[src/rtl/stepper_pkg.sv]
// Shared types and constants for the stepper sequencer.
// Optional build macro STEPPER_POS_EN adds a signed position output to stepper_seq.
package stepper_pkg;

    // Sequencer control states
    typedef enum logic {
        IDLE = 1'b0,
        RUN  = 1'b1
    } state_t;

    // Position within the 8-entry half-step table
    typedef logic [2:0] index_t;

    // Coil pattern per index, packed as {en_a, phase_a, en_b, phase_b}.
    // The first element in the concatenation is index 7 and the last is index 0.
    localparam logic [7:0][3:0] STEP_TABLE = {
        4'b1100,  // 7
        4'b1110,  // 6
        4'b0010,  // 5
        4'b1010,  // 4
        4'b1000,  // 3
        4'b1011,  // 2
        4'b0011,  // 1
        4'b1111   // 0
    };

    // Shortest step period accepted; smaller requests are raised to this
    localparam int PERIOD_MIN = 2;

    // Coil pattern lookup for one table index
    function automatic logic [3:0] step_pattern(input index_t idx);
        return STEP_TABLE[idx];
    endfunction

endpackage

[src/rtl/stepper_pwm.sv]
// Free-running PWM generator for the driver VREF current reference.
// vref is high while the counter is below the duty value, so duty 0 gives constant low.
module stepper_pwm
    import stepper_pkg::*;
#(
    parameter int PWM_W = 4
) (
    input  logic             clk,
    input  logic             rst_n,
    input  logic [PWM_W-1:0] duty,
    output logic             vref
);

    logic [PWM_W-1:0] pwm_cnt;

    // Counter wraps naturally; the compare result is registered to keep vref glitch-free
    always_ff @(posedge clk or negedge rst_n) begin
        if (!rst_n) begin
            pwm_cnt <= '0;
            vref    <= 1'b0;
        end else begin
            // NOTE: non-blocking here so every flop samples pre-edge values, whatever the statement order.
            pwm_cnt <= pwm_cnt + PWM_W'(1);
            vref    <= (pwm_cnt < duty);
        end
    end

endmodule

[src/rtl/stepper_seq.sv]
// Command-driven stepper sequencer for a two-coil driver channel.
// Accepts move commands on a valid/ready handshake, steps through the
// full- or half-step table at the commanded period, and drives the coil
// phase/enable pins plus a run/hold VREF PWM.
// Optional build macro STEPPER_POS_EN adds the signed position output.
module stepper_seq
    import stepper_pkg::*;
#(
    parameter int STEP_W   = 16,
    parameter int PERIOD_W = 24,
    parameter int PWM_W    = 4
) (
    input  logic                     clk,
    input  logic                     rst_n,
    input  logic                     cmd_valid,
    output logic                     cmd_ready,
    input  logic                     cmd_dir,
    input  logic                     cmd_half,
    input  logic [STEP_W-1:0]        cmd_steps,
    input  logic [PERIOD_W-1:0]      cmd_period,
    input  logic                     abort,
    input  logic [PWM_W-1:0]         run_duty,
    input  logic [PWM_W-1:0]         hold_duty,
    output logic                     busy,
    output logic                     done,
    output logic                     aborted,
    output logic                     phase_a,
    output logic                     phase_b,
    output logic                     en_a,
    output logic                     en_b,
    output logic                     standby,
`ifdef STEPPER_POS_EN
    output logic signed [STEP_W+7:0] position,
`endif
    output logic                     vref
);

`ifdef STEPPER_POS_EN
    localparam int POS_W = STEP_W + 8;
`endif

    // Control state
    state_t state, state_n;

    // Move datapath
    index_t              index, index_n;
    logic [PERIOD_W-1:0] cnt, cnt_n;
    logic [STEP_W-1:0]   rem, rem_n;
    logic [PERIOD_W-1:0] period_q, period_n;
    logic                dir_q, dir_n;
    logic                half_q, half_n;
    logic                energised, energised_n;
    logic                done_n, aborted_n;

`ifdef STEPPER_POS_EN
    logic signed [POS_W-1:0] pos_n;
`endif

    // Helpers derived from current state
    logic   accept;
    logic   terminal;
    logic   last_step;
    index_t stride;
    logic [PWM_W-1:0] duty;

    assign accept    = cmd_valid && cmd_ready;
    assign terminal  = (cnt == period_q - PERIOD_W'(1));
    assign last_step = terminal && (rem == STEP_W'(1));
    assign stride    = half_q ? 3'd1 : 3'd2;

    // State register
    always_ff @(posedge clk or negedge rst_n) begin
        if (!rst_n) begin
            state <= IDLE;
        end else begin
            state <= state_n;
        end
    end

    // Next-state and next-datapath decode
    always_comb begin
        // NOTE: every variable gets a default first so no path leaves one unassigned and infers a latch.
        state_n     = state;
        index_n     = index;
        cnt_n       = cnt;
        rem_n       = rem;
        period_n    = period_q;
        dir_n       = dir_q;
        half_n      = half_q;
        energised_n = energised;
        done_n      = 1'b0;
        aborted_n   = 1'b0;
`ifdef STEPPER_POS_EN
        pos_n       = position;
`endif

        case (state)
            IDLE: begin
                if (accept) begin
                    energised_n = 1'b1;
                    dir_n       = cmd_dir;
                    half_n      = cmd_half;
                    period_n    = (cmd_period < PERIOD_W'(PERIOD_MIN)) ?
                                  PERIOD_W'(PERIOD_MIN) : cmd_period;
                    cnt_n       = '0;
                    rem_n       = cmd_steps;
                    if (cmd_steps == '0) begin
                        // Zero-length move completes immediately without motion
                        done_n = 1'b1;
                    end else begin
                        state_n = RUN;
                        // Full-step needs an even index; snapping is not a counted step
                        if (!cmd_half && index[0]) begin
                            index_n = index & 3'b110;
`ifdef STEPPER_POS_EN
                            pos_n   = position - POS_W'(1);
`endif
                        end
                    end
                end
            end

            RUN: begin
                if (terminal && (last_step || !abort)) begin
                    // A step due on the same cycle as abort still wins if it is the final one
                    index_n = dir_q ? index + stride : index - stride;
                    rem_n   = rem - STEP_W'(1);
                    cnt_n   = '0;
`ifdef STEPPER_POS_EN
                    pos_n   = dir_q ? position + POS_W'(stride) : position - POS_W'(stride);
`endif
                    if (last_step) begin
                        state_n = IDLE;
                        done_n  = 1'b1;
                    end
                end else if (abort) begin
                    state_n   = IDLE;
                    done_n    = 1'b1;
                    aborted_n = 1'b1;
                end else begin
                    cnt_n = cnt + PERIOD_W'(1);
                end
            end

            default: begin
                state_n = IDLE;
            end
        endcase
    end

    // Datapath and registered outputs
    always_ff @(posedge clk or negedge rst_n) begin
        if (!rst_n) begin
            index     <= '0;
            cnt       <= '0;
            rem       <= '0;
            period_q  <= PERIOD_W'(PERIOD_MIN);
            dir_q     <= 1'b0;
            half_q    <= 1'b0;
            energised <= 1'b0;
            cmd_ready <= 1'b0;
            busy      <= 1'b0;
            done      <= 1'b0;
            aborted   <= 1'b0;
            en_a      <= 1'b0;
            phase_a   <= 1'b0;
            en_b      <= 1'b0;
            phase_b   <= 1'b0;
            standby   <= 1'b0;
`ifdef STEPPER_POS_EN
            position  <= '0;
`endif
        end else begin
            index     <= index_n;
            cnt       <= cnt_n;
            rem       <= rem_n;
            period_q  <= period_n;
            dir_q     <= dir_n;
            half_q    <= half_n;
            energised <= energised_n;
            cmd_ready <= (state_n == IDLE);
            busy      <= (state_n == RUN);
            done      <= done_n;
            aborted   <= aborted_n;
            {en_a, phase_a, en_b, phase_b} <= energised_n ? step_pattern(index_n) : 4'b0000;
            standby   <= 1'b1;
`ifdef STEPPER_POS_EN
            position  <= pos_n;
`endif
        end
    end

    // Run current while moving, hold current once energised, nothing before the first command
    always_comb begin
        duty = '0;
        if (state == RUN) begin
            duty = run_duty;
        end else if (energised) begin
            duty = hold_duty;
        end
    end

    stepper_pwm #(
        .PWM_W (PWM_W)
    ) u_pwm (
        .clk   (clk),
        .rst_n (rst_n),
        .duty  (duty),
        .vref  (vref)
    );

endmodule

[config.mk]
export PLATFORM = sky130hd
export DESIGN_NAME = stepper_seq
export DESIGN_NICKNAME = d
export VERILOG_FILES = /design/src/rtl/stepper_pkg.sv /design/src/rtl/stepper_pwm.sv /design/src/rtl/stepper_seq.sv
export SDC_FILE = /design/constraint.sdc
export NUM_CORES = 1
export LEC_CHECK = 0
export CORE_ASPECT_RATIO = 1.4
export CORE_UTILIZATION = 48
export DETAILED_ROUTE_END_ITERATION = 16
export PLACE_DENSITY = 0.73
export SLEW_MARGIN = 20
export SYNTH_ARGS = -nofsm -noshare
export SYNTH_HDL_FRONTEND = slang
export SYNTH_HIERARCHICAL = 1
export SYNTH_SLANG_ARGS = --single-unit
[constraint.sdc]
create_clock -name clk -period 4.1 [get_ports clk]
set_input_delay 0.82 -clock clk [delete_from_list [all_inputs] [get_ports clk]]
set_output_delay 0.82 -clock clk [all_outputs]
set_load 0.01 [all_outputs]
## After elaboration in Yosys (flattened, before gate mapping)

Memory sizes are Yosys's and may differ from the RTL's.
Cells that the tools add are included.

- Register bits: 84
- Input port bits: 54
- Memory bits (read-only): 32
- Logic and storage cells: 81
- Output and inout port bits: 10
- Memories kept: 1

- Order comparisons: 3
- Mux-type cells: 35
- Equal/unequal tests: 5
- Bitwise logic cells: 2
- $add $sub $neg: 6
- Reduce and logical (&&, ||, !) cells: 11

Memory list:

| name | words | width | read ports | clocked after memory_dff | wr ports | RTL line | source |
|---|---|---|---|---|---|---|---|
| (name not given) | 8 | 4 | 1 | 0 | 0 | stepper_pkg.sv:32 | `return STEP_TABLE[idx];` |

Operator list:

| operator | number |
|---|---|
| 2-to-1 mux 24 bit | 4 |
| case mux 24 bit (2 select lines) | 1 |
| 2-to-1 mux 16 bit | 2 |
| case mux 16 bit (2 select lines) | 1 |
| adder 24 x 1 -> 24 bit (second input constant) | 1 |
| == test 24 bit | 1 |
| less-than comparator 24 x 2 -> 1 bit (second input constant) | 1 |
| subtractor 24 x 1 -> 24 bit (second input constant) | 1 |
| 2-to-1 mux 1 bit | 17 |
| == test 16 x 1 -> 1 bit (second input constant) | 1 |
| logical NOT 16 bit | 1 |
| 2-to-1 mux 4 bit | 4 |
| subtractor 16 x 1 -> 16 bit (second input constant) | 1 |
| 2-to-1 mux 3 bit | 2 |
| case mux 3 bit (2 select lines) | 1 |
| AND reduction 2 bit | 3 |
| adder 4 x 1 -> 4 bit (second input constant) | 1 |
| logical AND 1 bit | 4 |
| less-than comparator 3 x 4 -> 1 bit (second input constant) | 1 |
| less-than comparator 4 bit | 1 |
| case mux 1 bit (2 select lines) | 2 |
| adder 3 x 2 -> 3 bit | 1 |
| != test 3 x 2 -> 1 bit (second input constant) | 1 |
| subtractor 3 x 2 -> 3 bit | 1 |
| 6 further kinds | 8 |

## Depth between registers and ports, before layout

Gate-level depths: netlist of the first run.

- Word-level depth: 10
- Gate-level depth with buffers: 14
- Gate-level depth less buffers: 11

## Cells and area by module

Netlist of the first run, hierarchy kept.

Modules (own cells, without submodules):

| module | area each (µm²) | times used | cells each | seq. area each (µm²) |
|---|---|---|---|---|
| stepper_seq | 4,843.4 | 1 | 568 | 1,978.1 |
| stepper_pwm | 252.7 | 1 | 21 | 125.1 |

## Least setup slack after synthesis of the first run

No wires, ideal clock.

- Path kind: reg-to-reg
- Start: reg period_q[7]
- End: reg phase_a
- Data arrival time: 3,719 ps
- Data required time: 4,027 ps
- Setup time: 73 ps
- Clock period less this slack: 3,792 ps
- Cell stages (with the launch flop): 11
- Path slack: 308 ps
- Buffers on the path: 1
- Cells stage by stage: dfrtp_1 > buf_6 > or4_4 > or4_4 > a2111oi_4 > o22ai_2 > or4_4 > or4_4 > xnor2_2 > or3_1 > a21oi_2

- Word-level cells in the longest chain between the ends: 10

Ends and longest elaborated chain:

| element | RTL line | source |
|---|---|---|
| from (decl) | stepper_seq.sv:49 | `logic [PERIOD_W-1:0] period_q, period_n;` |
| from (signal assigned) | stepper_seq.sv:157 | `period_q <= PERIOD_W'(PERIOD_MIN);` |
| from (signal assigned) | stepper_seq.sv:177 | `period_q <= period_n;` |
| subtractor 24 x 1 -> 24 bit * | stepper_seq.sv:67 | `assign terminal = (cnt == period_q - PERIOD_W'(1));` |
| == test 24 bit * | stepper_seq.sv:67 |  |
| logical AND 1 bit | stepper_seq.sv:68 | `assign last_step = terminal && (rem == STEP_W'(1));` |
| logical OR 1 bit | stepper_seq.sv:124 | `if (terminal && (last_step \|\| !abort)) begin` |
| logical AND 1 bit * | stepper_seq.sv:124 |  |
| 2-to-1 mux 3 bit * | stepper_seq.sv:124 |  |
| case mux 3 bit (2 select lines) * | stepper_seq.sv:97 | `case (state)` |
| net index_n[2] | stepper_seq.sv:46 | `index_t index, index_n;` |
| memory (8 x 4 bit) * | -- |  |
| 2-to-1 mux 4 bit (implied by the code) * | stepper_pkg.sv:32 |  |
| 2-to-1 mux 4 bit * | stepper_seq.sv:185 | `{en_a, phase_a, en_b, phase_b} <= energised_n ? step_pattern(index_n) : 4'b0000;` |
| to (signal assigned) | stepper_seq.sv:185 |  |
| to (decl) | stepper_seq.sv:27 | `output logic phase_a,` |

Mark *: on every way through the listed nets, which the timed path passes. The rest lies on a longest branch. The select of a mux whose other input is x is not followed.
A chain may end at the register's enable or synchronous reset.

## Worst setup path in the final report of the first run

- Start: reg period_q[0]
- End: reg phase_a

Same word-level chain as after synthesis.

==> run_results.csv, run 1 <==
group,metric,value,unit
run_status,status,"finished, final reports clean",
worst_setup_path,crit_path_start_kind,"flip-flop",
clock_tree,path_clk_slew,60,ps
grt,gr-usage-all-layers,25.7,%
synthesis,yosysMostFrequentCell,"nand2_1",
placement,dp_hpwl,9.74,mm
min_path,min_from,"u_pwm/pwm_cnt[0]",
die,io_pins,64,
sta,rsz0062_at_grt,"no",
worst_setup_path,r2r-end,"phase_a",
sta,slew_headroom,34.0,%
worst_setup_path,crit_chain,"inv_1, ha_2, or3b_4, or4_1, a222oi_1, nand4_1, or4_4, or4_4, xnor2_2, or3_1, a21oi_2",
grt,grt_pass1_wl,21.5,mm
synthesis,yosysSeqAreaShare,41.3,%
worst_setup_path,max_stage_delay,510,ps
sta,worstMarginPinSlew,990,ps
worst_setup_path,r2r_setup_slack,210,ps
die,core-area,10300,um2
routing,firstDrtPassIters,4,
placement,io_buffers,63,
synthesis,synthTopCellsByArea,"dfrtp_1 (41%), nand2_1 (7.2%), a21oi_1 (4.1%)",
final_layout,nFillCells,946,
sta,tns,0,ps
final_layout,fin_nets,712,
sta,hold-worst-slack,477,ps
job,max-cap-violations,0,
routing,drt-initial-drc-count,194,
min_path,min_path_type,"reg -> reg",
routing,drt-total-wl,13.3,mm
worst_setup_path,arrival,4160,ps
grt,grt_max_degree,75,
synthesis,synth-async-reset-ratio,100,%
routing,wl_per_cell,16.8,um
sta,finalCriticalPeriod,3890,ps
worst_setup_path,crit_path_end_kind,"flip-flop",
routing,viasPerCell,5.82,
synthesis,yosysTopAreaCellShare,40.8,%
final_layout,area_delta_synth_final,21.8,%
clock_tree,cts_tree,"built",
synthesis,syn_area,5100,um2
worst_setup_path,crit_family,"simple AND/OR/NAND/NOR gates",
sta,clock_skew,6.19,ps
synthesis,avgSynthCellArea,8.65,um2
clock_tree,cts_buffers,9,
synthesis,synth_nets,653,
min_path,min_to,"u_pwm/pwm_cnt[0]",
sta,hold_violations,0,
routing,ant_nets,0,
synthesis,syn_inst,589,
worst_setup_path,crit_buf_inv,1,
final_layout,drive_above_1_share,8.88,%
synthesis,yosys.area.top_type,"dfrtp_1",
sta,fmax,0.257,GHz
grt,grt_pass1_vias,4599,
power,p_leak,2.54,nW
clock_tree,h-tree-depth,3,
worst_setup_path,cp.required,4380,ps
grt,antenna_found_initial,0,
routing,vias,4600,
clock_tree,cts_root_buf,"clkbuf_16",
synthesis,synth-edff-count,0,
synthesis,ys_seq_elements,84,
worst_setup_path,slowest_stage,"or4_4",
worst_setup_path,reg2reg_depth,11,
clock_tree,clk_latency,340,ps
worst_setup_path,r2r_start,"period_q[0]",
power,pwr_density_cell,593,nW/um2
clock_tree,clockBufferDepth,2,
synthesis,synth.top_cells.by_count,"nand2_1 (98), dfrtp_1 (83), a21oi_1 (42)",
die,dieArea,11000,um2
worst_setup_path,cpMostUsedCell,"or4_4",
sta,min_period_over_period,94.8,%
die,die_h,124,um
synthesis,ys_warn_count,6,
die,start_util,49.2,%
power,ir_drop,0.333,mV
clock_tree,cts.sinks,84,
die,rows,44,
grt,globalRouteOverflowTotal,0,
final_layout,antenna_cells,0,
sta,final_max_slew_viol_count,0,
synthesis,synthFlopType,"dfrtp_1",
worst_setup_path,worst-setup-path-type,"reg -> reg",
sta,setup_viol,0,
power,finalPower,0.00368,W
routing,drc,0,
clock_tree,hold_buffers,0,
placement,globalplace.congestion,0.892,
die,die_w,89.1,um
synthesis,synth_cell_types,64,
min_path,worstHoldPathCells,1,
worst_setup_path,worstPathMaxFanout,7,
-- layout by cell type (no fill, tap or decap), types with 10 or more instances in the layout --
| cell | n |
|---|---|
| nand2_1 | 98 |
| dfrtp_1 | 83 |
| clkdlybuf4s50_1 | 62 |
| a21oi_1 | 42 |
| nor2_1 | 37 |
| o21ai_0 | 32 |
| xnor2_1 | 22 |
| or3_1 | 22 |
| nand3_1 | 21 |
| inv_1 | 21 |
| nor3_1 | 16 |
| nor4_1 | 14 |
| nand4_1 | 11 |
| o31ai_1 | 11 |
| xor2_1 | 10 |
| nand2b_1 | 10 |
| buf_4 | 10 |
-- per-stage QoR --
step | utilization (%) | setup slack [ps] | std cells | area, um2
3_3_place_gp | 56.6 | 252 | 774 | 5860
6_report | 60.0 | 214 | 791 | 6210
5_1_grt | 60.0 | 8.67 | 791 | 6210
2_1_floorplan | - | 308 | 589 | 5100
4_1_cts | 59.9 | 105 | 790 | 6190
3_5_place_dp | 56.6 | 149 | 774 | 5860
-- final cells by class --
type	instances	area [um2]	share of cell area [%]
well taps	138	173	2.78
repair buffers	73	716	11.5
multi-input cells	458	2800	45.1
clock buffers	10	239	3.85
flip-flops and latches	84	2100	33.9
clock inverters	6	93.8	1.51
inverters	22	82.6	1.33
-- logic make-up after synthesis --
kind of cell	share of synthesized area [%]
compound gates	17.0
mux	1.01
buf+inv	3.88
fa+ha+maj	2.60
flops	41.3
simple gates	28.3
other cells	0.0736
xor+xnor	5.82
-- metal layers --
layer	GRT usage (%)	vias to the layer above	part of all wire, %
li1	-	2238	-
met1	28.9	2221	40
met2	47.1	120	54
met3	4.04	21	3.5
met4	11.3	0	2.6
met5	0	-	0
-- worst register-to-register path: stages, from the launching register on --
cell and delay [ps]:
dfrtp_1 420, inv_1 110, ha_2 200, or3b_4 420, or4_1 490, a222oi_1 320, nand4_1 220, or4_4 460
or4_4 510, xnor2_2 170, or3_1 370, a21oi_2 120
-- report_power, final --
part / leakage, nW / total [W] / internal (W) / switching (W)
clock network: 0.160 / 0.000903 / 0.000556 / 0.000347
logic: 1.33 / 0.00141 / 0.000595 / 0.000819
registers: 1.04 / 0.00136 / 0.00106 / 0.000305
-- how the worst max path moves through the flow --
stage	from	to	slack, ps	cells after the start
floorplan	period_q[7]	phase_a	310	10
global placement	period_q[0]	phase_a	250	11
detailed placement	period_q[0]	cnt[22]	150	12
CTS	period_q[0]	cnt[22]	100	12
global route	period_q[0]	cnt[19]	9	12
finish	period_q[0]	phase_a	210	11
-- registers in the layout, summed over array words and instances, names as in the netlist, 3 cells and up --
name and flops:
period_q 24, index 3, cnt 24, rem 16, u_pwm/pwm_cnt 4
-- timing repair --
item	4_1_cts	5_1_grt
endpoints found under the setup margin	0	15
resized for setup	0	3
endpoints found under the hold margin	0	0
setup buffers	0	1
No activity file was read; power rests on OpenSTA's default activity.
==> run 2, diff against run 1 <==
--- a/config.mk
+++ b/config.mk
@@ -5,10 +5,12 @@
 export SDC_FILE = /design/constraint.sdc
 export NUM_CORES = 1
 export LEC_CHECK = 0
+export CELL_PAD_IN_SITES_DETAIL_PLACEMENT = 1
+export CELL_PAD_IN_SITES_GLOBAL_PLACEMENT = 1
 export CORE_ASPECT_RATIO = 1.4
-export CORE_UTILIZATION = 48
+export CORE_UTILIZATION = 38
 export DETAILED_ROUTE_END_ITERATION = 16
-export PLACE_DENSITY = 0.73
+export PLACE_DENSITY_LB_ADDON = 0.1
 export SLEW_MARGIN = 20
 export SYNTH_ARGS = -nofsm -noshare
 export SYNTH_HDL_FRONTEND = slang
==> run_results.csv, run 2 (synthesized netlist as in run 1, its figures left out) <==
group,metric,value,unit
worst_setup_path,worst-setup-path-type,"reg -> reg",
power,pwr_density_cell,575,nW/um2
clock_tree,hold_buffers,0,
clock_tree,path_clk_slew,60,ps
die,rows,49,
job,max-cap-violations,0,
worst_setup_path,worstPathMaxFanout,4,
worst_setup_path,reg2reg_depth,11,
routing,viasPerCell,5.57,
sta,hold-worst-slack,480,ps
final_layout,layout_common_cells,"nand2_1 (98), dfrtp_1 (83), clkdlybuf4s50_1 (62), a21oi_1 (42), nor2_1 (37)",
sta,finalCriticalPeriod,3920,ps
clock_tree,clockBufferDepth,2,
placement,globalplace.congestion,0.882,
routing,drt-total-wl,14.8,mm
routing,firstDrtPassIters,5,
sta,rsz0062_at_grt,"no",
min_path,min_from,"u_pwm/pwm_cnt[0]",
grt,grt_pass1_wl,25.1,mm
min_path,min_to,"u_pwm/pwm_cnt[0]",
die,start_util,39.4,%
power,combPwrFrac,40.7,%
placement,dp.cells,817,
die,io_pins,64,
sta,worstMarginPinSlew,859,ps
die,dieArea,13900,um2
worst_setup_path,crit_path_end_kind,"flip-flop",
sta,fmax,0.255,GHz
final_layout,drive_above_1_share,8.55,%
worst_setup_path,cp.required,4380,ps
worst_setup_path,r2r_start,"period_q[0]",
routing,vias,4638,
clock_tree,cts_tree,"built",
sta,slew_headroom,42.2,%
sta,final_max_slew_viol_count,0,
min_path,worstHoldPathCells,1,
routing,drc,0,
die,core-area,12900,um2
grt,globalRouteOverflowTotal,0,
final_layout,fin_nets,714,
power,clkPwrFrac,21.4,%
sta,clock_skew,8.35,ps
sta,setup_viol,0,
power,swShare,41.5,%
sta,hold_violations,0,
sta,tns,0,ps
power,p_leak,2.51,nW
worst_setup_path,crit_path_start_kind,"flip-flop",
power,ir_drop,0.236,mV
min_path,min_path_type,"reg -> reg",
final_layout,antenna_cells,0,
placement,dp_hpwl,11.4,mm
final_layout,finish.utilization,47.9,%
routing,ant_nets,0,
routing,drt-initial-drc-count,185,
power,p_seq_share,37.9,%
sta,min_period_over_period,95.5,%
grt,antenna_found_initial,0,
worst_setup_path,arrival,4200,ps
final_layout,fin_cells,833,
power,intPower,0.00208,W
run_status,status,"finished, final reports clean",
routing,wl_per_cell,17.8,um
power,p_switching,0.00148,W
clock_tree,cts.sinks,84,
grt,gr-usage-all-layers,23.2,%
clock_tree,clk_latency,350,ps
clock_tree,cts_root_buf,"clkbuf_16",
clock_tree,h-tree-depth,3,
worst_setup_path,r2r_setup_slack,180,ps
final_layout,mostFrequentLayoutCell,"nand2_1",
worst_setup_path,r2r-end,"phase_a",
grt,grt_max_degree,65,
clock_tree,cts_buffers,9,
grt,grt_pass1_vias,5078,
final_layout,largest_registers,"cnt (24), period_q (24), rem (16)",
placement,io_buffers,63,
die,die_w,99.9,um
die,die_h,139,um
final_layout,area_delta_synth_final,21.6,%
run 2: cell count changes in the layout (fill, tap and decap cells not counted), sizes merged:
cell      previous run  this run
buf                 11        13
bufinv               2         0
clkbuf              10        12
clkinv               1         2
clkinvlp             1         2
inv                 24        22
run 2: power by group through the flow:
| stage | clock [W] | combinational [W] | sequential, W |
|---|---|---|---|
| floorplan | 0 | 0.00104 | 0.00128 |
| global placement | 0 | 0.00140 | 0.00135 |
| detailed placement | 0 | 0.00144 | 0.00136 |
| CTS | 0.000782 | 0.00146 | 0.00135 |
| global route | 0.000812 | 0.00161 | 0.00139 |
| finish | 0.000763 | 0.00145 | 0.00135 |
run 2: layer usage:
layer / vias to the layer above / wire, um / global-route usage [%]
met3: 35 / 390 / 2.97
met5: - / 0 / 0
li1: 2231 / - / -
met4: 0 / 538 / 12.9
met1: 2299 / 5940 / 25.1
met2: 73 / 7960 / 42.6
run 2: worst max-delay path by stage:
stage	depth (start not counted)	start	to
after detailed placement	9	period_q[10]	phase_a
after global placement	9	period_q[9]	phase_a
final	11	period_q[0]	phase_a
after global routing	11	period_q[0]	phase_a
after floorplan	10	period_q[7]	phase_a
after CTS	11	period_q[0]	phase_a
run 2: cell type report:
type	count	area, um2
clock buffer	12	246
clock inverter	4	25.0
fill	1546	6740
inverter	22	82.6
multi-input combinational	458	2800
sequential	84	2100
tap	178	223
timing repair buffer	75	718
run 2: critical path, stage by stage (launching register included):
cell and delay (ps):
dfrtp_1 410, inv_1 90, ha_1 200, or3b_1 370, or4_1 490, a222oi_1 370
nand4_1 250, or4_4 500, or4_4 510, xnor2_2 170, or3_1 370, a21oi_2 120
run 2: repair_timing:
| item | CTS | global route |
|---|---|---|
| endpoints found under the setup margin | 0 | 4 |
| setup buffers | 0 | 0 |
| resized for setup | 0 | 1 |
run 2: metrics by stage:
step                power (W)  setup WS, ps  cell area, um2
global placement      0.00275           246            5920
detailed placement    0.00281           210            5920
finish                0.00356           183            6200
floorplan             0.00232           308            5100
CTS                   0.00359           187            6190
global route          0.00382          31.8            6200
==> RTL edit (settings of run 1) <==
`PWM_W` is set to 4 in 2 places; all go to 6.
--- a/src/rtl/stepper_pwm.sv
+++ b/src/rtl/stepper_pwm.sv
@@ -4,5 +4,5 @@
     import stepper_pkg::*;
 #(
-    parameter int PWM_W = 4
+    parameter int PWM_W = 6
 ) (
     input  logic             clk,
--- a/src/rtl/stepper_seq.sv
+++ b/src/rtl/stepper_seq.sv
@@ -9,5 +9,5 @@
     parameter int STEP_W   = 16,
     parameter int PERIOD_W = 24,
-    parameter int PWM_W    = 4
+    parameter int PWM_W    = 6
 ) (
     input  logic                     clk,
Ports: changed (resized hold_duty and run_duty); port bits go from 64 to 68. The function was not compared with the original's and may differ.
==> RTL edit against run 1 <==
Design area rose by 6.3%; die area is 4.6% higher; synthesized area grew 4.7%; via count up 9.3%; clock skew is essentially flat; total power grew 6.3%; sequential cell count rose by 2; worst setup slack worse by 0.14 ns; wire length rose by 6.6%; largest cell class unchanged; highest routed layer unchanged.
==> RTL edit: results (changes against run 1) <==
metric,value,unit,change
status,finished clean,,
num-nonclk-inverters,30,,+36%
slowest_delay,0.58,ns,+0.07 ns
nNetsFinal,776,,+9.0%
synth.distinct_cells,62,,-3.1%
relSlewSlack,46.7,%,+13 points
cp_max_fo,5,,-2
avgViaCountPerCell,5.90,,+1.5%
vdd.ir_drop.worst,0.000337,V,+1.4%
yosysSeqAreaShare,40.4,%,-0.90 points
synth_area_leaders,"dfrtp_1, nand2_1, a21oi_1, xnor2_1, o21ai_0",,
grt_usage,25.2,%,-0.47 points
nonClkBufAreaFrac,13.0,%,+1.5 points
numPortBuffers,67,,+6.3%
synth_cells,638,,+8.3%
swShare,39.2,%,-0.81 points
postPlaceCellArea,6220,sq um,+6.1%
dr.pass1.iters,7,,+3
synth_compound_area_share,18.9,%,+1.9 points
layout-drive-gt1-share,7.88,%,-1.0 points
nFillCells,958,,+1.3%
dp.cells,835,,+7.9%
drt_iter0_drc,375,,+93%
synth-xor-area-share,6.08,%,+0.26 points
nNonClkBuffers,90,,+23%
grt_max_degree,87,,+16%
multi_input_area_share,44.9,%,-0.21 points
multi_input_gates,489,,+6.8%
ff_latch_area,2150,sq um,+2.4%
seq_cell_count,86,,+2.4%
## RTL edit: cell types whose count changed in the layout (fill, tap and decap cells not counted), sizes merged, moves of 6 or more
cell and change:
o21ai +9, and3 +6, or2 -6, inv +6, or3 -15, buf +13
## RTL edit: final timing paths
path                                       startpoint                          to  slack, ns
min in group asynchronous                       rst_n          cnt[1]$_DFFE_PN0P_       0.54
max                           period_q[0]$_DFFE_PN0P_          cnt[9]$_DFFE_PN0P_       0.08
max in group asynchronous                       rst_n    period_q[19]$_DFFE_PN0P_       3.01
min reg2reg                u_pwm/pwm_cnt[5]$_DFF_PN0_  u_pwm/pwm_cnt[5]$_DFF_PN0_       0.49
min                        u_pwm/pwm_cnt[5]$_DFF_PN0_  u_pwm/pwm_cnt[5]$_DFF_PN0_       0.49
max reg2reg                   period_q[0]$_DFFE_PN0P_          cnt[9]$_DFFE_PN0P_       0.08
## RTL edit: metrics by stage
stage	power [uW]	util, %	hold WS (ns)
final	3910	61.0	0.491
after global routing	4170	61.0	0.513
after CTS	3880	60.6	0.487
after detailed placement	2950	57.5	0.480
after global placement	2890	57.5	0.466
after floorplan	2440	-	0.449
## RTL edit: layer usage
metal / global-route usage, % / vias up / part of all wire, %
met3: 3.54 / 35 / 3.5
met1: 28.9 / 2437 / 39
met2: 45.5 / 125 / 54
met4: 13.0 / 0 / 3.5
met5: 0 / - / 0
li1: - / 2430 / -
## RTL edit: what timing repair did
item                       in CTS  in global routing
setup buffers                   0                  1
gates resized for setup         0                  8
setup endpoints to repair       0                 23
## RTL edit: critical path: cells and delay by family, from the launching register on
family | cells | cell delay [ns]
AO/OA/AOI/OAI | 3 | 0.74
buffers and inverters | 1 | 0.10
flip-flops | 1 | 0.42
adder cells (fa/ha/maj) | 1 | 0.15
AND/OR/NAND/NOR | 6 | 2.55
